**config.mk**
```make
export PLATFORM = sky130hd
export DESIGN_NAME = bcd_event_counter_flat
export DESIGN_NICKNAME = d
export VERILOG_FILES = /design/src/rtl/vga_bcd_pkg.sv /design/src/rtl/bcd_event_counter_if.sv /design/src/rtl/bcd_digit_cell.sv /design/src/rtl/bcd_event_counter.sv /design/src/flat_wrapper.sv
export SDC_FILE = /design/constraint.sdc
export NUM_CORES = 1
export LEC_CHECK = 0
export ABC_AREA = 1
export BUFFER_PORTS_ARGS = -buffer_cell sky130_fd_sc_hd__buf_2
export CORE_ASPECT_RATIO = 1.75
export CORE_UTILIZATION = 51
export CTS_CLUSTER_DIAMETER = 50
export DETAILED_ROUTE_END_ITERATION = 16
export PLACE_DENSITY = 0.79
export REMOVE_ABC_BUFFERS = 1
export SKIP_CTS_REPAIR_TIMING = 1
export SYNTH_ARGS = -nofsm -noshare
export SYNTH_HDL_FRONTEND = slang
export SYNTH_SLANG_ARGS = --single-unit
```
**constraint.sdc**
```tcl
create_clock -name clk -period 4 [get_ports clk]
set_input_delay 0.4 -clock clk [delete_from_list [all_inputs] [get_ports clk]]
set_output_delay 0.4 -clock clk [all_outputs]
set_load 0.1 [all_outputs]
```
**src/rtl/vga_bcd_pkg.sv**
```systemverilog
// rtl/vga_bcd_pkg.sv - shared BCD digit type, limit constants and clamp helper
//
// Purpose : common definitions for the BCD event counter in the VGA display path.
// Contents: bcd_t     - one packed BCD digit
//           BCD_MAX   - largest legal digit value (9)
//           BCD_ZERO  - smallest digit value (0)
//           bcd_clamp - maps any 4-bit value above 9 down to 9

package vga_bcd_pkg;

  typedef logic [3:0] bcd_t;

  localparam bcd_t BCD_MAX  = 4'd9;
  localparam bcd_t BCD_ZERO = 4'd0;

  function automatic bcd_t bcd_clamp(input logic [3:0] v);
    return (v > BCD_MAX) ? BCD_MAX : v;
  endfunction

endpackage

```
**src/rtl/bcd_event_counter_if.sv**
```systemverilog
// rtl/bcd_event_counter_if.sv - control/readout bundle for bcd_event_counter
//
// Purpose : groups the strobe, load and readout signals of the counter.
// Signals : d_inc, d_dec - increment/decrement strobes (counted on rising edge)
//           d_clr        - synchronous clear, level-sensitive
//           ld_en        - parallel load enable, level-sensitive
//           ld_val       - load value, digit k in bits [4k+3:4k]
//           digits       - current count, same packing as ld_val
//           ovf, unf     - one-cycle limit pulses
//           at_max       - all digits are 9
//           at_zero      - all digits are 0
// Modports: master drives the controls, slave is the counter.

interface bcd_event_counter_if #(
  parameter int NDIG = 3
);

  logic                d_inc;
  logic                d_dec;
  logic                d_clr;
  logic                ld_en;
  logic [4*NDIG-1:0]   ld_val;
  logic [4*NDIG-1:0]   digits;
  logic                ovf;
  logic                unf;
  logic                at_max;
  logic                at_zero;

  modport master (
    output d_inc, d_dec, d_clr, ld_en, ld_val,
    input  digits, ovf, unf, at_max, at_zero
  );

  modport slave (
    input  d_inc, d_dec, d_clr, ld_en, ld_val,
    output digits, ovf, unf, at_max, at_zero
  );

endinterface

```
**src/rtl/bcd_digit_cell.sv**
```systemverilog
// rtl/bcd_digit_cell.sv - one BCD digit of the ripple carry/borrow chain
//
// Purpose : computes the next value of a single digit for a +1 or -1 step.
// Ports   : digit_i - current digit
//           cin     - carry in (increment this digit)
//           bin     - borrow in (decrement this digit)
//           digit_o - next digit value
//           cout    - carry out, digit is 9 and cin
//           bout    - borrow out, digit is 0 and bin
// cin and bin are never both driven high by the counter.

module bcd_digit_cell
  import vga_bcd_pkg::*;
(
  input  bcd_t digit_i,
  input  logic cin,
  input  logic bin,
  output bcd_t digit_o,
  output logic cout,
  output logic bout
);

  bcd_t digit_v;

  // Clamp keeps the arithmetic inside 0..9 even for an illegal input value.
  assign digit_v = bcd_clamp(digit_i);

  always_comb begin
    digit_o = digit_v;
    if (cin) begin
      digit_o = (digit_v == BCD_MAX) ? BCD_ZERO : digit_v + 4'd1;
    end else if (bin) begin
      digit_o = (digit_v == BCD_ZERO) ? BCD_MAX : digit_v - 4'd1;
    end
  end

  assign cout = cin & (digit_v == BCD_MAX);
  assign bout = bin & (digit_v == BCD_ZERO);

endmodule

```
**src/rtl/bcd_event_counter.sv**
```systemverilog
// rtl/bcd_event_counter.sv - N-digit BCD up/down event counter with wrap/saturate
//
// Purpose : counts rising edges of d_inc/d_dec in BCD for score/timer readouts.
// Params  : NDIG     - number of BCD digits (1..8)
//           SATURATE - 0 wraps at the limits, 1 holds at the limits
// Ports   : clk   - system clock, all state on rising edge
//           reset - synchronous, active-low
//           bus   - slave side of bcd_event_counter_if (controls and readout)
// Priority: reset > clear > load > (inc & dec edge) > inc edge > dec edge > hold.

module bcd_event_counter
  import vga_bcd_pkg::*;
#(
  parameter int NDIG     = 3,
  parameter int SATURATE = 0
) (
  input  logic                  clk,
  input  logic                  reset,
  bcd_event_counter_if.slave    bus
);

  logic [4*NDIG-1:0] digits_q, digits_d;
  logic              ovf_q, ovf_d;
  logic              unf_q, unf_d;
  logic              inc_q, inc_d;
  logic              dec_q, dec_d;

  logic              inc_ev, dec_ev;
  logic              do_inc, do_dec;
  logic [4*NDIG-1:0] chain_next;
  logic [NDIG:0]     carry;
  logic [NDIG:0]     borrow;
  logic              at_max, at_zero;

  assign inc_ev = bus.d_inc & ~inc_q;
  assign dec_ev = bus.d_dec & ~dec_q;

  // Simultaneous edges cancel, so the chain only ever runs one direction.
  assign do_inc = inc_ev & ~dec_ev;
  assign do_dec = dec_ev & ~inc_ev;

  assign carry[0]  = do_inc;
  assign borrow[0] = do_dec;

  for (genvar k = 0; k < NDIG; k++) begin : g_cell
    bcd_digit_cell u_cell (
      .digit_i (digits_q[4*k +: 4]),
      .cin     (carry[k]),
      .bin     (borrow[k]),
      .digit_o (chain_next[4*k +: 4]),
      .cout    (carry[k+1]),
      .bout    (borrow[k+1])
    );
  end

  always_comb begin
    at_max  = 1'b1;
    at_zero = 1'b1;
    for (int k = 0; k < NDIG; k++) begin
      if (digits_q[4*k +: 4] != BCD_MAX)  at_max  = 1'b0;
      if (digits_q[4*k +: 4] != BCD_ZERO) at_zero = 1'b0;
    end
  end

  // Carry/borrow out of the top digit means the step hit a range limit:
  // the chain already yields the wrapped value, saturation just blocks the write.
  always_comb begin
    digits_d = digits_q;
    ovf_d    = 1'b0;
    unf_d    = 1'b0;
    inc_d    = bus.d_inc;
    dec_d    = bus.d_dec;
    if (bus.d_clr) begin
      digits_d = '0;
    end else if (bus.ld_en) begin
      for (int k = 0; k < NDIG; k++) begin
        digits_d[4*k +: 4] = bcd_clamp(bus.ld_val[4*k +: 4]);
      end
    end else if (do_inc || do_dec) begin
      ovf_d = carry[NDIG];
      unf_d = borrow[NDIG];
      if (!((SATURATE != 0) && (carry[NDIG] || borrow[NDIG]))) begin
        digits_d = chain_next;
      end
    end
  end

  // Edge registers reset high so a strobe already asserted at release is ignored.
  always_ff @(posedge clk) begin
    if (!reset) begin
      digits_q <= '0;
      ovf_q    <= 1'b0;
      unf_q    <= 1'b0;
      inc_q    <= 1'b1;
      dec_q    <= 1'b1;
    end else begin
      digits_q <= digits_d;
      ovf_q    <= ovf_d;
      unf_q    <= unf_d;
      inc_q    <= inc_d;
      dec_q    <= dec_d;
    end
  end

  assign bus.digits  = digits_q;
  assign bus.ovf     = ovf_q;
  assign bus.unf     = unf_q;
  assign bus.at_max  = at_max;
  assign bus.at_zero = at_zero;

endmodule

```
**src/flat_wrapper.sv**
```systemverilog
// flat-port wrapper written by rule: the top's interface ports become plain ports
module bcd_event_counter_flat import vga_bcd_pkg::*;
#(
  parameter int NDIG     = 3,
  parameter int SATURATE = 0
)
  (clk, reset, bus_d_inc, bus_d_dec, bus_d_clr, bus_ld_en, bus_ld_val, bus_digits, bus_ovf, bus_unf, bus_at_max, bus_at_zero);
  bcd_event_counter_if #(.NDIG(NDIG)) bus_i ();
  input  logic clk;
  input  logic reset;
  input wire logic [$bits(bus_i.d_inc)-1:0] bus_d_inc;
  input wire logic [$bits(bus_i.d_dec)-1:0] bus_d_dec;
  input wire logic [$bits(bus_i.d_clr)-1:0] bus_d_clr;
  input wire logic [$bits(bus_i.ld_en)-1:0] bus_ld_en;
  input wire logic [$bits(bus_i.ld_val)-1:0] bus_ld_val;
  output wire logic [$bits(bus_i.digits)-1:0] bus_digits;
  output wire logic [$bits(bus_i.ovf)-1:0] bus_ovf;
  output wire logic [$bits(bus_i.unf)-1:0] bus_unf;
  output wire logic [$bits(bus_i.at_max)-1:0] bus_at_max;
  output wire logic [$bits(bus_i.at_zero)-1:0] bus_at_zero;
  assign bus_i.d_inc = bus_d_inc;
  assign bus_i.d_dec = bus_d_dec;
  assign bus_i.d_clr = bus_d_clr;
  assign bus_i.ld_en = bus_ld_en;
  assign bus_i.ld_val = bus_ld_val;
  assign bus_digits = bus_i.digits;
  assign bus_ovf = bus_i.ovf;
  assign bus_unf = bus_i.unf;
  assign bus_at_max = bus_i.at_max;
  assign bus_at_zero = bus_i.at_zero;
  bcd_event_counter #(.NDIG(NDIG), .SATURATE(SATURATE)) u_core (.clk(clk), .reset(reset), .bus(bus_i));
endmodule
```
==> summary.txt <==
CLOCKING
-----------------------------------------------------------------------------------------
Clock latency of the later-clocked register in the worst-skew pair                0.26 ns
Cell at the root of the clock tree                                           sky130_fd_sc_hd__clkbuf_8
Clock buffer depth                                                                      2
Number of clock sinks seen by CTS                                                      16
TritonCTS clock tree                                                                built
Number of levels in the clock H-tree                                                    1
Inserted Clock Buffers                                                                  3
Clock transition at the registers of the reported paths                           0.07 ns

PLACED DESIGN
-----------------------------------------------------------------------------------------
Final estimated routing congestion in global placement                              0.822
Post-detailed-placement cell area                                                1540 um2
Cells after DPL                                                                       285
Placed wire-length estimate                                                       3.04 mm
Worst slack, placed                                                               1.80 ns
Port-buffer cells                                                                      33

FLOORPLANNING
-----------------------------------------------------------------------------------------
Vertical die dimension                                                            70.6 um
CORE AREA                                                                        2520 um2
Starting Density                                                                    54.3%
Die X-Extent                                                                      41.2 um
Count of boundary I/O pins                                                             34
Number of rows created at floorplan                                                    24
Area of the die                                                                  2910 um2

GLOBAL ROUTING
-----------------------------------------------------------------------------------------
Largest net degree at the start of global routing                                      18
First-pass GRT wire length                                                        6.33 mm
Remaining Overflow, GRT                                                                 0
Total routing usage reported by global routing                                      30.7%
Number of global-route vias before repair                                            1545
Initial antenna violation count                                                         0

CELLS AND AREA
-----------------------------------------------------------------------------------------
Total Nets Final                                                                      284
Post-layout util                                                                    63.3%
Area overhead of the layout relative to synthesis                                   16.6%
Combined flip-flop and latch cell area                                            320 um2
Post-route insts no fill                                                              289
Antenna Cells                                                                           0
Fill cell total of the finished layout                                                260
Area of the multi-input gates                                                     916 um2
Layout Cell Area excl Fill                                                       1600 um2
Ratio of cells with drive above 1 in the final layout                               19.4%

STA
-----------------------------------------------------------------------------------------
Total Neg Setup Slack                                                                0 ns
Final clock skew                                                               0.00333 ns
Max-slew headroom                                                                   61.5%
Minimum clock period after layout                                                 2.18 ns
RSZ-0062 raised after global routing                                                   no
Max Slew Vio Count                                                                      0
Least-Margin Pin Slew                                                            0.575 ns
Final Worst Setup Slack                                                           1.82 ns
Timing-limited maximum frequency                                                0.458 GHz
Final setup vio count                                                                   0
Final Hold Viols                                                                        0
Final worst path period share                                                       54.6%

SYNTH
-----------------------------------------------------------------------------------------
Number of register bits inferred by synthesis                                          16
Avg Inst Size Synth                                                              5.96 um2
Number of flops mapped to enable cells by yosys                                         0
Post-synthesis cell type with the largest combined area                      sky130_fd_sc_hd__dfxtp_1
Share of synthesized area occupied by flip-flops and latches                        23.4%
Synthesis warning total                                                                 0
Post-synthesis cell count                                                             230
Leading register cell type out of synthesis                                  sky130_fd_sc_hd__dfxtp_1
Proportion of register bits with asynchronous set or reset after synthesis             0%
Synth top area cells                                                         sky130_fd_sc_hd__dfxtp_1 23%, sky130_fd_sc_hd__nand2_1 16%, sky130_fd_sc_hd__o21ai_0 8.8%, sky130_fd_sc_hd__nor2_1 8.2%, sky130_fd_sc_hd__inv_1 7.7%
Post-synthesis instance area                                                     1370 um2
Area share of the largest cell type after synthesis                                 23.4%
Netlist cell types                                                                     30

PWR
-----------------------------------------------------------------------------------------
Static Leakage                                                                0.000843 uW
Total power divided by cell area                                               302 nW/um2
Worst IR Drop VDD                                                                0.250 mV

DRT
-----------------------------------------------------------------------------------------
Average via count per standard cell                                                  5.73
Antenna Violating Nets Remaining                                                        0
Starting DRC count in detailed routing                                                 66
DR DRC count                                                                            0
Pre-Repair DR Iteration Count                                                           4
Vias after detailed routing                                                          1657
WL/cell                                                                           13.1 um
Total wirelength of the detailed-routed design                                    3.79 mm

JOB
-----------------------------------------------------------------------------------------
Number of max-cap violations                                                            0

CRITICAL PATH
-----------------------------------------------------------------------------------------
Required time at the worst-slack endpoint                                         3.60 ns
CP Launch Type                                                                  flip-flop
R2r worst-path depth                                                                    9
CP Data Arrival Time                                                              1.78 ns
Worst-path maximum fanout                                                              11
Type of the worst setup path                                                   reg -> out
Endpoint kind of the worst setup timing path                                   output pin

RUN STATUS
-----------------------------------------------------------------------------------------
Outcome                                                                      complete, no violations

HOLD PATH
-----------------------------------------------------------------------------------------
Hold WC Path Type                                                               in -> reg
Worst hold path cell count                                                              3

## final cells by class
cell class	instances	share of cell area, %
Tap cell	26	2.04
Clock buffer	4	3.45
Multi-Input combinational cell	181	57.3
Sequential cell	16	20.0
Inverter	29	6.81
Timing Repair Buffer	33	10.3
## per-stage QoR
step,total power (uW),hold WS (ns)
after global placement,335,0.559
final,482,0.324
after floorplan,299,0.469
after global routing,506,0.339
after CTS,479,0.332
after detailed placement,336,0.559
## cells in the mapped netlist (2+ instances only)
master and n:
sky130_fd_sc_hd__a21oi_1 12, sky130_fd_sc_hd__inv_1 28, sky130_fd_sc_hd__nor2_2 3, sky130_fd_sc_hd__buf_2 2, sky130_fd_sc_hd__dfxtp_1 16, sky130_fd_sc_hd__nor2_1 30, sky130_fd_sc_hd__a31oi_1 7, sky130_fd_sc_hd__nand2_1 59
sky130_fd_sc_hd__nand3_1 21, sky130_fd_sc_hd__ha_1 2, sky130_fd_sc_hd__o21ai_0 24, sky130_fd_sc_hd__nand3_4 2, sky130_fd_sc_hd__nor2_4 4, sky130_fd_sc_hd__nor3_1 4
## logic make-up (layout without fill, tap and decap cells)
| group | Yosys count | in the layout | share of synthesized area (%) |
|---|---|---|---|
| DFF | 16 | 16 | 23.4 |
| AOI/OAI and AO/OA | 50 | 50 | 20.1 |
| buffers and inverters | 33 | 66 | 9.77 |
| adders and majority gates | 2 | 2 | 1.83 |
| and+or+nand+nor | 129 | 129 | 44.9 |
## power by group
part	switching (uW)	internal, uW
Clock	60.5	87.6
Combinational	119	37.8
Sequential	11.0	166
## layer usage
| metal | routed length (um) | share of wire, % | global-route usage (%) | up-vias |
|---|---|---|---|---|
| li1 | - | - | - | 830 |
| met1 | 1470 | 39 | 32.7 | 760 |
| met2 | 2010 | 53 | 53.0 | 55 |
| met3 | 183 | 4.8 | 5.64 | 12 |
| met4 | 126 | 3.3 | 14.7 | 0 |
| met5 | 0 | 0 | 0 | - |
## critical path, stage by stage (launching register included)
cell                      delay (ns)
sky130_fd_sc_hd__dfxtp_1        0.61
sky130_fd_sc_hd__nand4_1        0.18
sky130_fd_sc_hd__nor3_1         0.26
sky130_fd_sc_hd__buf_2          0.47
## worst paths after layout
| check | endpoint | start | slack [ns] |
|---|---|---|---|
| max | bus_at_max | u_core.bus.digits[3]$_SDFFE_PP0P_ | 1.82 |
| min | u_core.dec_q$_SDFF_PN1_ | bus_d_dec | 0.32 |
| max reg2reg | u_core.bus.digits[6]$_SDFFE_PP0P_ | u_core.dec_q$_SDFF_PN1_ | 2.00 |
| min reg2reg | u_core.bus.ovf$_SDFF_PP0_ | u_core.bus.digits[11]$_SDFFE_PP0P_ | 0.57 |
## state kept, by name (all words and copies together) (netlist names)
signal	cells
u_core.dec_q	1
u_core.bus.digits	12
u_core.bus.unf	1
u_core.inc_q	1
u_core.bus.ovf	1
## layout by cell type (no fill, tap or decap)
master / n
sky130_fd_sc_hd__nor4_1: 1
sky130_fd_sc_hd__a21oi_2: 1
sky130_fd_sc_hd__nand2_1: 59
sky130_fd_sc_hd__o21ai_0: 24
sky130_fd_sc_hd__buf_2: 33
sky130_fd_sc_hd__a41oi_1: 1
sky130_fd_sc_hd__a31oi_1: 7
sky130_fd_sc_hd__nand4_1: 1
sky130_fd_sc_hd__nor2_8: 1
sky130_fd_sc_hd__clkbuf_8: 4
sky130_fd_sc_hd__ha_1: 2
sky130_fd_sc_hd__o31ai_1: 1
sky130_fd_sc_hd__nor2_2: 3
sky130_fd_sc_hd__inv_1: 28
sky130_fd_sc_hd__dfxtp_1: 16
sky130_fd_sc_hd__o211ai_1: 1
sky130_fd_sc_hd__nor2_4: 4
sky130_fd_sc_hd__a21oi_1: 12
sky130_fd_sc_hd__nor2_1: 30
sky130_fd_sc_hd__nand3_4: 2
sky130_fd_sc_hd__nand2_2: 1
sky130_fd_sc_hd__o21bai_1: 1
sky130_fd_sc_hd__o21ai_1: 1
sky130_fd_sc_hd__nand2_4: 1
sky130_fd_sc_hd__nor3_1: 4
sky130_fd_sc_hd__inv_2: 1
sky130_fd_sc_hd__nand3_1: 21
sky130_fd_sc_hd__nand3b_1: 1
sky130_fd_sc_hd__o22ai_1: 1
Power figures use the tool's default switching activity.
